--- src/rtl/wb_pkg.sv ---
`default_nettype none
// ============================================================================
// Module      : wb_pkg
// Description : Shared widths and the buffered long-latency result entry type
//               for the writeback port arbiter.
// Revision    : 1.0 - initial release
// ============================================================================
package wb_pkg;

  localparam int XLEN = 32;
  localparam int REGW = 5;

  // One buffered long-latency result: destination register and data.
  typedef struct packed {
    logic [REGW-1:0] rd;
    logic [XLEN-1:0] data;
  } ll_entry_t;

endpackage : wb_pkg
`default_nettype wire

--- src/rtl/wb_port_arbiter_if.sv ---
`default_nettype none
// ============================================================================
// Module      : wb_port_arbiter_if
// Description : Bundle of the pipeline-facing signals of the writeback port
//               arbiter.
//   W stage    : RegWriteW, RdW, ResultW            (pipeline -> arbiter)
//   LL unit    : LLIssue, LLIssueRd, LLValid, LLRd,
//                LLResult                           (pipeline -> arbiter)
//                LLReady                            (arbiter -> pipeline)
//   Hazard     : Rs1D, Rs2D                         (pipeline -> arbiter)
//                BusyRs1, BusyRs2, BubbleReq        (arbiter -> pipeline)
//   Reg file   : RfWE, RfA3, RfWD                   (arbiter -> pipeline)
//   master = pipeline side, slave = arbiter side.
// Revision    : 1.0 - initial release
// ============================================================================
interface wb_port_arbiter_if;
  import wb_pkg::*;

  logic            RegWriteW;
  logic [REGW-1:0] RdW;
  logic [XLEN-1:0] ResultW;
  logic            LLIssue;
  logic [REGW-1:0] LLIssueRd;
  logic            LLValid;
  logic [REGW-1:0] LLRd;
  logic [XLEN-1:0] LLResult;
  logic            LLReady;
  logic [REGW-1:0] Rs1D;
  logic [REGW-1:0] Rs2D;
  logic            BusyRs1;
  logic            BusyRs2;
  logic            BubbleReq;
  logic            RfWE;
  logic [REGW-1:0] RfA3;
  logic [XLEN-1:0] RfWD;

  modport master (
    output RegWriteW, RdW, ResultW,
    output LLIssue, LLIssueRd, LLValid, LLRd, LLResult,
    output Rs1D, Rs2D,
    input  LLReady, BusyRs1, BusyRs2, BubbleReq,
    input  RfWE, RfA3, RfWD
  );

  modport slave (
    input  RegWriteW, RdW, ResultW,
    input  LLIssue, LLIssueRd, LLValid, LLRd, LLResult,
    input  Rs1D, Rs2D,
    output LLReady, BusyRs1, BusyRs2, BubbleReq,
    output RfWE, RfA3, RfWD
  );

endinterface : wb_port_arbiter_if
`default_nettype wire

--- src/rtl/wb_fifo.sv ---
`default_nettype none
// ============================================================================
// Module      : wb_fifo
// Description : Synchronous FIFO of ll_entry_t. Pointers carry one extra wrap
//               bit so count = wr_ptr - rd_ptr distinguishes full from empty.
//   clk, reset : clock, synchronous active-high reset (empties the FIFO)
//   push       : enqueue push_data (ignored when full)
//   push_data  : entry to enqueue
//   pop        : dequeue head (ignored when empty)
//   head       : oldest entry
//   full/empty : registered occupancy flags
// Revision    : 1.0 - initial release
// ============================================================================
module wb_fifo
  import wb_pkg::*;
#(
  parameter int DEPTH = 2
) (
  input  wire logic      clk,
  input  wire logic      reset,
  input  wire logic      push,
  input  wire ll_entry_t push_data,
  input  wire logic      pop,
  output ll_entry_t      head,
  output logic           full,
  output logic           empty
);

  localparam int AW = $clog2(DEPTH);
  localparam logic [AW:0] c_depth = (AW+1)'(DEPTH);

  ll_entry_t   mem_q [DEPTH];
  ll_entry_t   mem_d [DEPTH];
  logic [AW:0] wr_ptr_q, wr_ptr_d;
  logic [AW:0] rd_ptr_q, rd_ptr_d;
  logic [AW:0] w_count;
  logic        w_push_ok;
  logic        w_pop_ok;

  // Unsigned subtraction with the wrap bit yields the occupancy across wrap.
  assign w_count   = wr_ptr_q - rd_ptr_q;
  assign full      = (w_count == c_depth);
  assign empty     = (w_count == '0);
  assign head      = mem_q[rd_ptr_q[AW-1:0]];
  assign w_push_ok = push && !full;
  assign w_pop_ok  = pop && !empty;

  always_comb begin
    mem_d    = mem_q;
    wr_ptr_d = wr_ptr_q;
    rd_ptr_d = rd_ptr_q;
    if (w_push_ok) begin
      mem_d[wr_ptr_q[AW-1:0]] = push_data;
      wr_ptr_d                = wr_ptr_q + 1'b1;
    end
    if (w_pop_ok) begin
      rd_ptr_d = rd_ptr_q + 1'b1;
    end
  end

  always_ff @(posedge clk) begin
    if (reset) begin
      wr_ptr_q <= '0;
      rd_ptr_q <= '0;
    end else begin
      wr_ptr_q <= wr_ptr_d;
      rd_ptr_q <= rd_ptr_d;
    end
  end

  // Storage needs no reset: entries are only read while the pointers say so.
  always_ff @(posedge clk) begin
    mem_q <= mem_d;
  end

endmodule : wb_fifo
`default_nettype wire

--- src/rtl/wb_port_arbiter.sv ---
`default_nettype none
// ============================================================================
// Module      : wb_port_arbiter
// Description : Arbitrates the single register-file write port. W-stage
//               writes win unconditionally; buffered long-latency results
//               drain in W-idle cycles. Keeps a busy scoreboard for D-stage
//               hazard detection and a starvation counter that requests a
//               pipeline bubble when buffered results wait too long.
//   clk   : clock
//   reset : synchronous active-high reset
//   bus   : wb_port_arbiter_if.slave (W stage, LL unit, hazard, reg file)
// Revision    : 1.0 - initial release
// ============================================================================
module wb_port_arbiter
  import wb_pkg::*;
#(
  parameter int DEPTH        = 2,
  parameter int STARVE_LIMIT = 4
) (
  input  wire logic        clk,
  input  wire logic        reset,
  wb_port_arbiter_if.slave bus
);

  localparam int CNT_W = $clog2(STARVE_LIMIT + 1);
  localparam logic [CNT_W-1:0] c_limit = CNT_W'(STARVE_LIMIT);

  logic             w_w_active;
  logic             w_drain;
  logic             w_accept;
  logic             w_push;
  logic             w_full;
  logic             w_empty;
  ll_entry_t        w_head;
  ll_entry_t        w_push_data;

  logic [31:0]      busy_q, busy_d;
  logic [CNT_W-1:0] cnt_q, cnt_d;

  // Nothing is written to the register file while reset is asserted.
  assign w_w_active = !reset && bus.RegWriteW && (bus.RdW != '0);
  assign w_drain    = !reset && !w_w_active && !w_empty;

  // Ready reflects the registered occupancy only; a same-cycle pop does not
  // open a slot early.
  assign bus.LLReady = !w_full && !reset;
  assign w_accept    = bus.LLValid && bus.LLReady;
  // Results for x0 are acknowledged but never occupy a buffer slot.
  assign w_push      = w_accept && (bus.LLRd != '0);
  assign w_push_data = '{rd: bus.LLRd, data: bus.LLResult};

  wb_fifo #(
    .DEPTH (DEPTH)
  ) u_fifo (
    .clk       (clk),
    .reset     (reset),
    .push      (w_push),
    .push_data (w_push_data),
    .pop       (w_drain),
    .head      (w_head),
    .full      (w_full),
    .empty     (w_empty)
  );

  always_comb begin
    bus.RfWE = 1'b0;
    bus.RfA3 = '0;
    bus.RfWD = '0;
    if (w_w_active) begin
      bus.RfWE = 1'b1;
      bus.RfA3 = bus.RdW;
      bus.RfWD = bus.ResultW;
    end else if (w_drain) begin
      bus.RfWE = 1'b1;
      bus.RfA3 = w_head.rd;
      bus.RfWD = w_head.data;
    end
  end

  // Scoreboard: clear on drain first so a same-cycle issue to the same
  // register leaves the bit set.
  always_comb begin
    busy_d = busy_q;
    if (w_drain) begin
      busy_d[w_head.rd] = 1'b0;
    end
    if (bus.LLIssue && (bus.LLIssueRd != '0)) begin
      busy_d[bus.LLIssueRd] = 1'b1;
    end
    busy_d[0] = 1'b0;
  end

  // Starvation counter counts cycles the buffer is non-empty but blocked.
  always_comb begin
    cnt_d = cnt_q;
    if (w_empty || w_drain) begin
      cnt_d = '0;
    end else if (cnt_q != c_limit) begin
      cnt_d = cnt_q + 1'b1;
    end
  end

  always_ff @(posedge clk) begin
    if (reset) begin
      busy_q <= '0;
      cnt_q  <= '0;
    end else begin
      busy_q <= busy_d;
      cnt_q  <= cnt_d;
    end
  end

  assign bus.BusyRs1   = !reset && busy_q[bus.Rs1D];
  assign bus.BusyRs2   = !reset && busy_q[bus.Rs2D];
  assign bus.BubbleReq = !reset && (cnt_q == c_limit);

endmodule : wb_port_arbiter
`default_nettype wire

--- src/flat_wrapper.sv ---
// flat-port wrapper written by rule: the top's interface ports become plain ports
module wb_port_arbiter_flat import wb_pkg::*;
#(
  parameter int DEPTH        = 2,
  parameter int STARVE_LIMIT = 4
)
  (clk, reset, bus_RegWriteW, bus_RdW, bus_ResultW, bus_LLIssue, bus_LLIssueRd, bus_LLValid, bus_LLRd, bus_LLResult, bus_Rs1D, bus_Rs2D, bus_LLReady, bus_BusyRs1, bus_BusyRs2, bus_BubbleReq, bus_RfWE, bus_RfA3, bus_RfWD);
  wb_port_arbiter_if bus_i ();
  input  wire logic clk;
  input  wire logic reset;
  input wire logic [$bits(bus_i.RegWriteW)-1:0] bus_RegWriteW;
  input wire logic [$bits(bus_i.RdW)-1:0] bus_RdW;
  input wire logic [$bits(bus_i.ResultW)-1:0] bus_ResultW;
  input wire logic [$bits(bus_i.LLIssue)-1:0] bus_LLIssue;
  input wire logic [$bits(bus_i.LLIssueRd)-1:0] bus_LLIssueRd;
  input wire logic [$bits(bus_i.LLValid)-1:0] bus_LLValid;
  input wire logic [$bits(bus_i.LLRd)-1:0] bus_LLRd;
  input wire logic [$bits(bus_i.LLResult)-1:0] bus_LLResult;
  input wire logic [$bits(bus_i.Rs1D)-1:0] bus_Rs1D;
  input wire logic [$bits(bus_i.Rs2D)-1:0] bus_Rs2D;
  output wire logic [$bits(bus_i.LLReady)-1:0] bus_LLReady;
  output wire logic [$bits(bus_i.BusyRs1)-1:0] bus_BusyRs1;
  output wire logic [$bits(bus_i.BusyRs2)-1:0] bus_BusyRs2;
  output wire logic [$bits(bus_i.BubbleReq)-1:0] bus_BubbleReq;
  output wire logic [$bits(bus_i.RfWE)-1:0] bus_RfWE;
  output wire logic [$bits(bus_i.RfA3)-1:0] bus_RfA3;
  output wire logic [$bits(bus_i.RfWD)-1:0] bus_RfWD;
  assign bus_i.RegWriteW = bus_RegWriteW;
  assign bus_i.RdW = bus_RdW;
  assign bus_i.ResultW = bus_ResultW;
  assign bus_i.LLIssue = bus_LLIssue;
  assign bus_i.LLIssueRd = bus_LLIssueRd;
  assign bus_i.LLValid = bus_LLValid;
  assign bus_i.LLRd = bus_LLRd;
  assign bus_i.LLResult = bus_LLResult;
  assign bus_i.Rs1D = bus_Rs1D;
  assign bus_i.Rs2D = bus_Rs2D;
  assign bus_LLReady = bus_i.LLReady;
  assign bus_BusyRs1 = bus_i.BusyRs1;
  assign bus_BusyRs2 = bus_i.BusyRs2;
  assign bus_BubbleReq = bus_i.BubbleReq;
  assign bus_RfWE = bus_i.RfWE;
  assign bus_RfA3 = bus_i.RfA3;
  assign bus_RfWD = bus_i.RfWD;
  wb_port_arbiter #(.DEPTH(DEPTH), .STARVE_LIMIT(STARVE_LIMIT)) u_core (.clk(clk), .reset(reset), .bus(bus_i));
endmodule
--- config.mk ---
export PLATFORM = sky130hd
export DESIGN_NAME = wb_port_arbiter_flat
export DESIGN_NICKNAME = d
export VERILOG_FILES = /design/src/rtl/wb_pkg.sv /design/src/rtl/wb_port_arbiter_if.sv /design/src/rtl/wb_fifo.sv /design/src/rtl/wb_port_arbiter.sv /design/src/flat_wrapper.sv
export SDC_FILE = /design/constraint.sdc
export NUM_CORES = 1
export LEC_CHECK = 0
export BUFFER_PORTS_ARGS = -buffer_cell sky130_fd_sc_hd__buf_4
export CORE_ASPECT_RATIO = 2
export CORE_MARGIN = 10
export CORE_UTILIZATION = 53
export CTS_CLUSTER_DIAMETER = 200
export DETAILED_ROUTE_END_ITERATION = 12
export GPL_TIMING_DRIVEN = 0
export MAX_ROUTING_LAYER = met4
export PLACE_DENSITY_LB_ADDON = 0.25
export SYNTH_ARGS = -nofsm -noshare
export SYNTH_HDL_FRONTEND = slang
export SYNTH_HIERARCHICAL = 1
export SYNTH_SLANG_ARGS = --single-unit
--- constraint.sdc ---
create_clock -name clk -period 4.2 [get_ports clk]
set_clock_uncertainty 0.05 [all_clocks]
set_input_delay 0.84 -clock clk [delete_from_list [all_inputs] [get_ports clk]]
set_output_delay 0.84 -clock clk [all_outputs]
set_load 0.05 [all_outputs]
==> reports/qor.csv <==
stage,metric,value,unit
worst_setup_path,Worst EP arrival,2800,ps
global_route,gr busiest metal,met2,
sta,Final setup viols,0,
global_route,largest net degree at the start of global routing,30,
placement,post-detail-place hpwl,12.5,mm
yosys,top-area cell type share of the netlist area,41.6,%
sta,final hold vios,0,
yosys,Ys Warns,6,
final_layout,design area,0.00682,mm2
hold_path,worst hold path endpoint,u_core/busy_q[16]$_SDFF_PP0_,
global_route,GR Layer Usage met2,40.4,%
placement,Final GP Congestion,0.970,
final_layout,Util after Layout,69.4,%
global_route,initial antenna violation count,0,
global_route,first-pass GRT wire length,23.9,mm
worst_setup_path,startpoint types,flop,
final_layout,"most common cell after layout, fill and taps aside",buf_4,
sta,Fin Hold WS,450,ps
worst_setup_path,Critical Path Start,u_core/u_fifo/rd_ptr_q[0]$_SDFFE_PP0P_,
sta,fin crit share,87.8,%
yosys,Post-synth EDFFs,74,
power,power density over cell area,359,mW/mm2
final_layout,Synth-to-Final Area Change,27.6,%
global_route,total grt overflow,0,
global_route,met1 GRT Util,18.1,%
worst_setup_path,worst r2r path cells,9,
yosys,top cell type by total area after synthesis,edfxtp_1,
clock_network,Num CTS Buffers,9,
sta,Final Slew Violations,0,
route,drt first pass iters,5,
power,Worst IR Drop VDD,0.342,mV
placement,Placed Area,0.00655,mm2
sta,minimum clock period,3690,ps
route,drc violations,0,
route,vias,4216,
die,Std-Cell Rows,51,
yosys,Synth area leaders,"edfxtp_1 42%, dfxtp_1 14%, mux2_2 8.4%",
worst_setup_path,reg2reg end,u_core/u_fifo/mem_q[52]$_DFFE_PP_,
die,die area,0.0148,mm2
sta,unrepaired setup endpoints after global routing,no,
hold_path,Hold Crit Class,reg -> reg,
final_layout,share of layout cells above drive strength 1,39.2,%
yosys,cells after synthesis,416,
clock_network,Setup Buffers After CTS,0,
final_layout,Ant. Diodes,0,
yosys,Post-Syn Nets,512,
yosys,sequential share of the synthesized area,55.8,%
route,"antenna viol nets, final",0,
clock_network,CTS max path bufs,2,
worst_setup_path,Reg2Reg Launch Point,u_core/u_fifo/rd_ptr_q[0]$_SDFFE_PP0P_,
final_layout,fillers,748,
final_layout,Final nets,655,
sta,f_max,0.271,GHz
sta,Slew headroom,59.2,%
die,Initial Utilization,54.4,%
clock_network,post-CTS sizing,0,
route,vias per cell,6.06,
hold_path,worst hold path depth,2,
die,DIE HEIGHT,162,um
status,status,completed,
worst_setup_path,flop-to-flop setup slack,1110,ps
yosys,#FFs+latches synth,112,
worst_setup_path,Crit Path Category,reg -> out,
route,DR iter-0 viols,213,
global_route,GRT Overall Usage,21.4,%
sta,Worst Tran Pin Value,612,ps
final_layout,Sequential cell area,0.00298,mm2
worst_setup_path,CP Capture Type,output port,
yosys,"Primary FF master, synth",edfxtp_1,
final_layout,most frequent cells in the layout,"131 x buf_4, 74 x edfxtp_1, 40 x mux2_2",
final_layout,multi-input logic area,0.00219,mm2
yosys,"Async S/R FF share, synth",0,%
worst_setup_path,WP data required,3310,ps
global_route,vias in the first global route,4609,
die,io pins,136,
clock_network,CTS Sinks,112,
clock_network,Worst-path clk slew,70,ps
clock_network,H-tree Lvls,3,
power,Pleak,2.58,nW
clock_network,CTS tree,yes,
yosys,syn avg cell area,12.9,um2
yosys,Yosys cell types,51,
yosys,post-synth design cell area,0.00535,mm2
worst_setup_path,Critical Path Fanout Max,10,
clock_network,Worst-Skew Late Latency,340,ps
clock_network,CTS root buf,clkbuf_16,
global_route,global-route track usage on met3,4.89,%
run,# Max-Cap Violations,0,
power,Power Total,2.45,mW
route,WL per Instance,22.5,um
clock_network,CTS Hold Bufs,0,
route,final wirelength,15.7,mm
placement,Post-Place Worst Slack,636,ps
die,Core Box Area,0.00983,mm2
placement,I/O Buffers,130,
hold_path,HP Start,u_core/busy_q[16]$_SDFF_PP0_,
sta,final worst slack,510,ps
die,die width,91.0,um
-- critical path, stage by stage (launching register included) --
cell	delay [ps]
dfxtp_1	310
buf_2	230
buf_2	280
xor2_1	120
nor2_1	400
nor2_1	110
nand2_2	150
inv_2	50
buf_4	180
buf_6	160
a22o_1	250
buf_4	200
-- worst max path at each step --
stage          depth (start not counted)                                end  slack (ps)
3_5_place_dp                           9                        bus_RfWD[8]         640
6_report                              11                        bus_RfWD[8]         510
2_1_floorplan                          6                        bus_BusyRs2         -80
4_1_cts                               11                        bus_RfWD[8]         530
5_1_grt                               11                        bus_RfWD[8]         340
3_3_place_gp                           7  u_core/u_fifo/mem_q[12]$_DFFE_PP_           9
-- Yosys cell counts, types with 2 or more instances --
| master | number |
|---|---|
| a311oi_1 | 2 |
| buf_2 | 9 |
| nor3_1 | 5 |
| mux2i_1 | 10 |
| o311ai_0 | 4 |
| nand2b_1 | 3 |
| ha_1 | 2 |
| nor2b_1 | 8 |
| o211ai_1 | 9 |
| nand4_1 | 4 |
| o311ai_1 | 18 |
| dfxtp_1 | 38 |
| nor2_1 | 17 |
| nand3b_1 | 6 |
| o32ai_1 | 3 |
| o21ai_0 | 21 |
| a22o_1 | 37 |
| nor4_1 | 2 |
| a21oi_1 | 5 |
| xnor2_1 | 2 |
| inv_1 | 8 |
| buf_6 | 4 |
| edfxtp_1 | 74 |
| mux2_2 | 40 |
| nand2_1 | 18 |
| buf_1 | 2 |
| clkbuf_1 | 12 |
| nand3_1 | 10 |
| o21ai_1 | 10 |
| mux4_2 | 11 |
| xor2_1 | 2 |
-- sequential cells by signal (all words and copies together) (netlist names) --
signal and cells:
u_core/u_fifo/mem_q 74, u_core/busy_q 31, u_core/cnt_q 3, u_core/u_fifo/rd_ptr_q 2, u_core/u_fifo/wr_ptr_q 2
-- kinds of logic after synthesis --
group                    synth area share (%)
XOR/XNOR                                0.655
multiplexers                             14.9
AND/OR/NAND/NOR                          7.77
flip-flops                               55.8
buffers and inverters                    3.44
AO/OA/AOI/OAI                            17.0
adder cells (fa/ha/maj)                 0.468
-- power by group --
part	internal, mW	total, mW	switching [mW]
sequential	1.21	1.22	0.0104
clock	0.406	0.783	0.378
combinational	0.175	0.446	0.271
total	1.79	2.45	0.659
-- layer usage --
metal	routed length (um)	part of all wire, %	up-vias
met5	0	0	-
met2	8870	57	184
met3	853	5.4	54
met1	5150	33	2028
li1	-	-	1950
met4	779	5.0	0
-- final cells by class --
cell class | count | area share (%)
Sequential cell | 112 | 43.7
Multi-Input combinational cell | 267 | 32.1
Timing Repair Buffer | 132 | 15.0
Clock buffer | 10 | 3.36
Tap cell | 132 | 2.42
Buffer | 28 | 2.20
Clock inverter | 6 | 0.678
Inverter | 9 | 0.495
-- per-stage QoR --
step,cells,TNS (ps)
final,696,0
after global routing,696,0
after CTS,696,0
after detailed placement,680,0
after global placement,678,0
after floorplan,416,-78.1
Note: power is estimated with default switching activity, not from simulation.
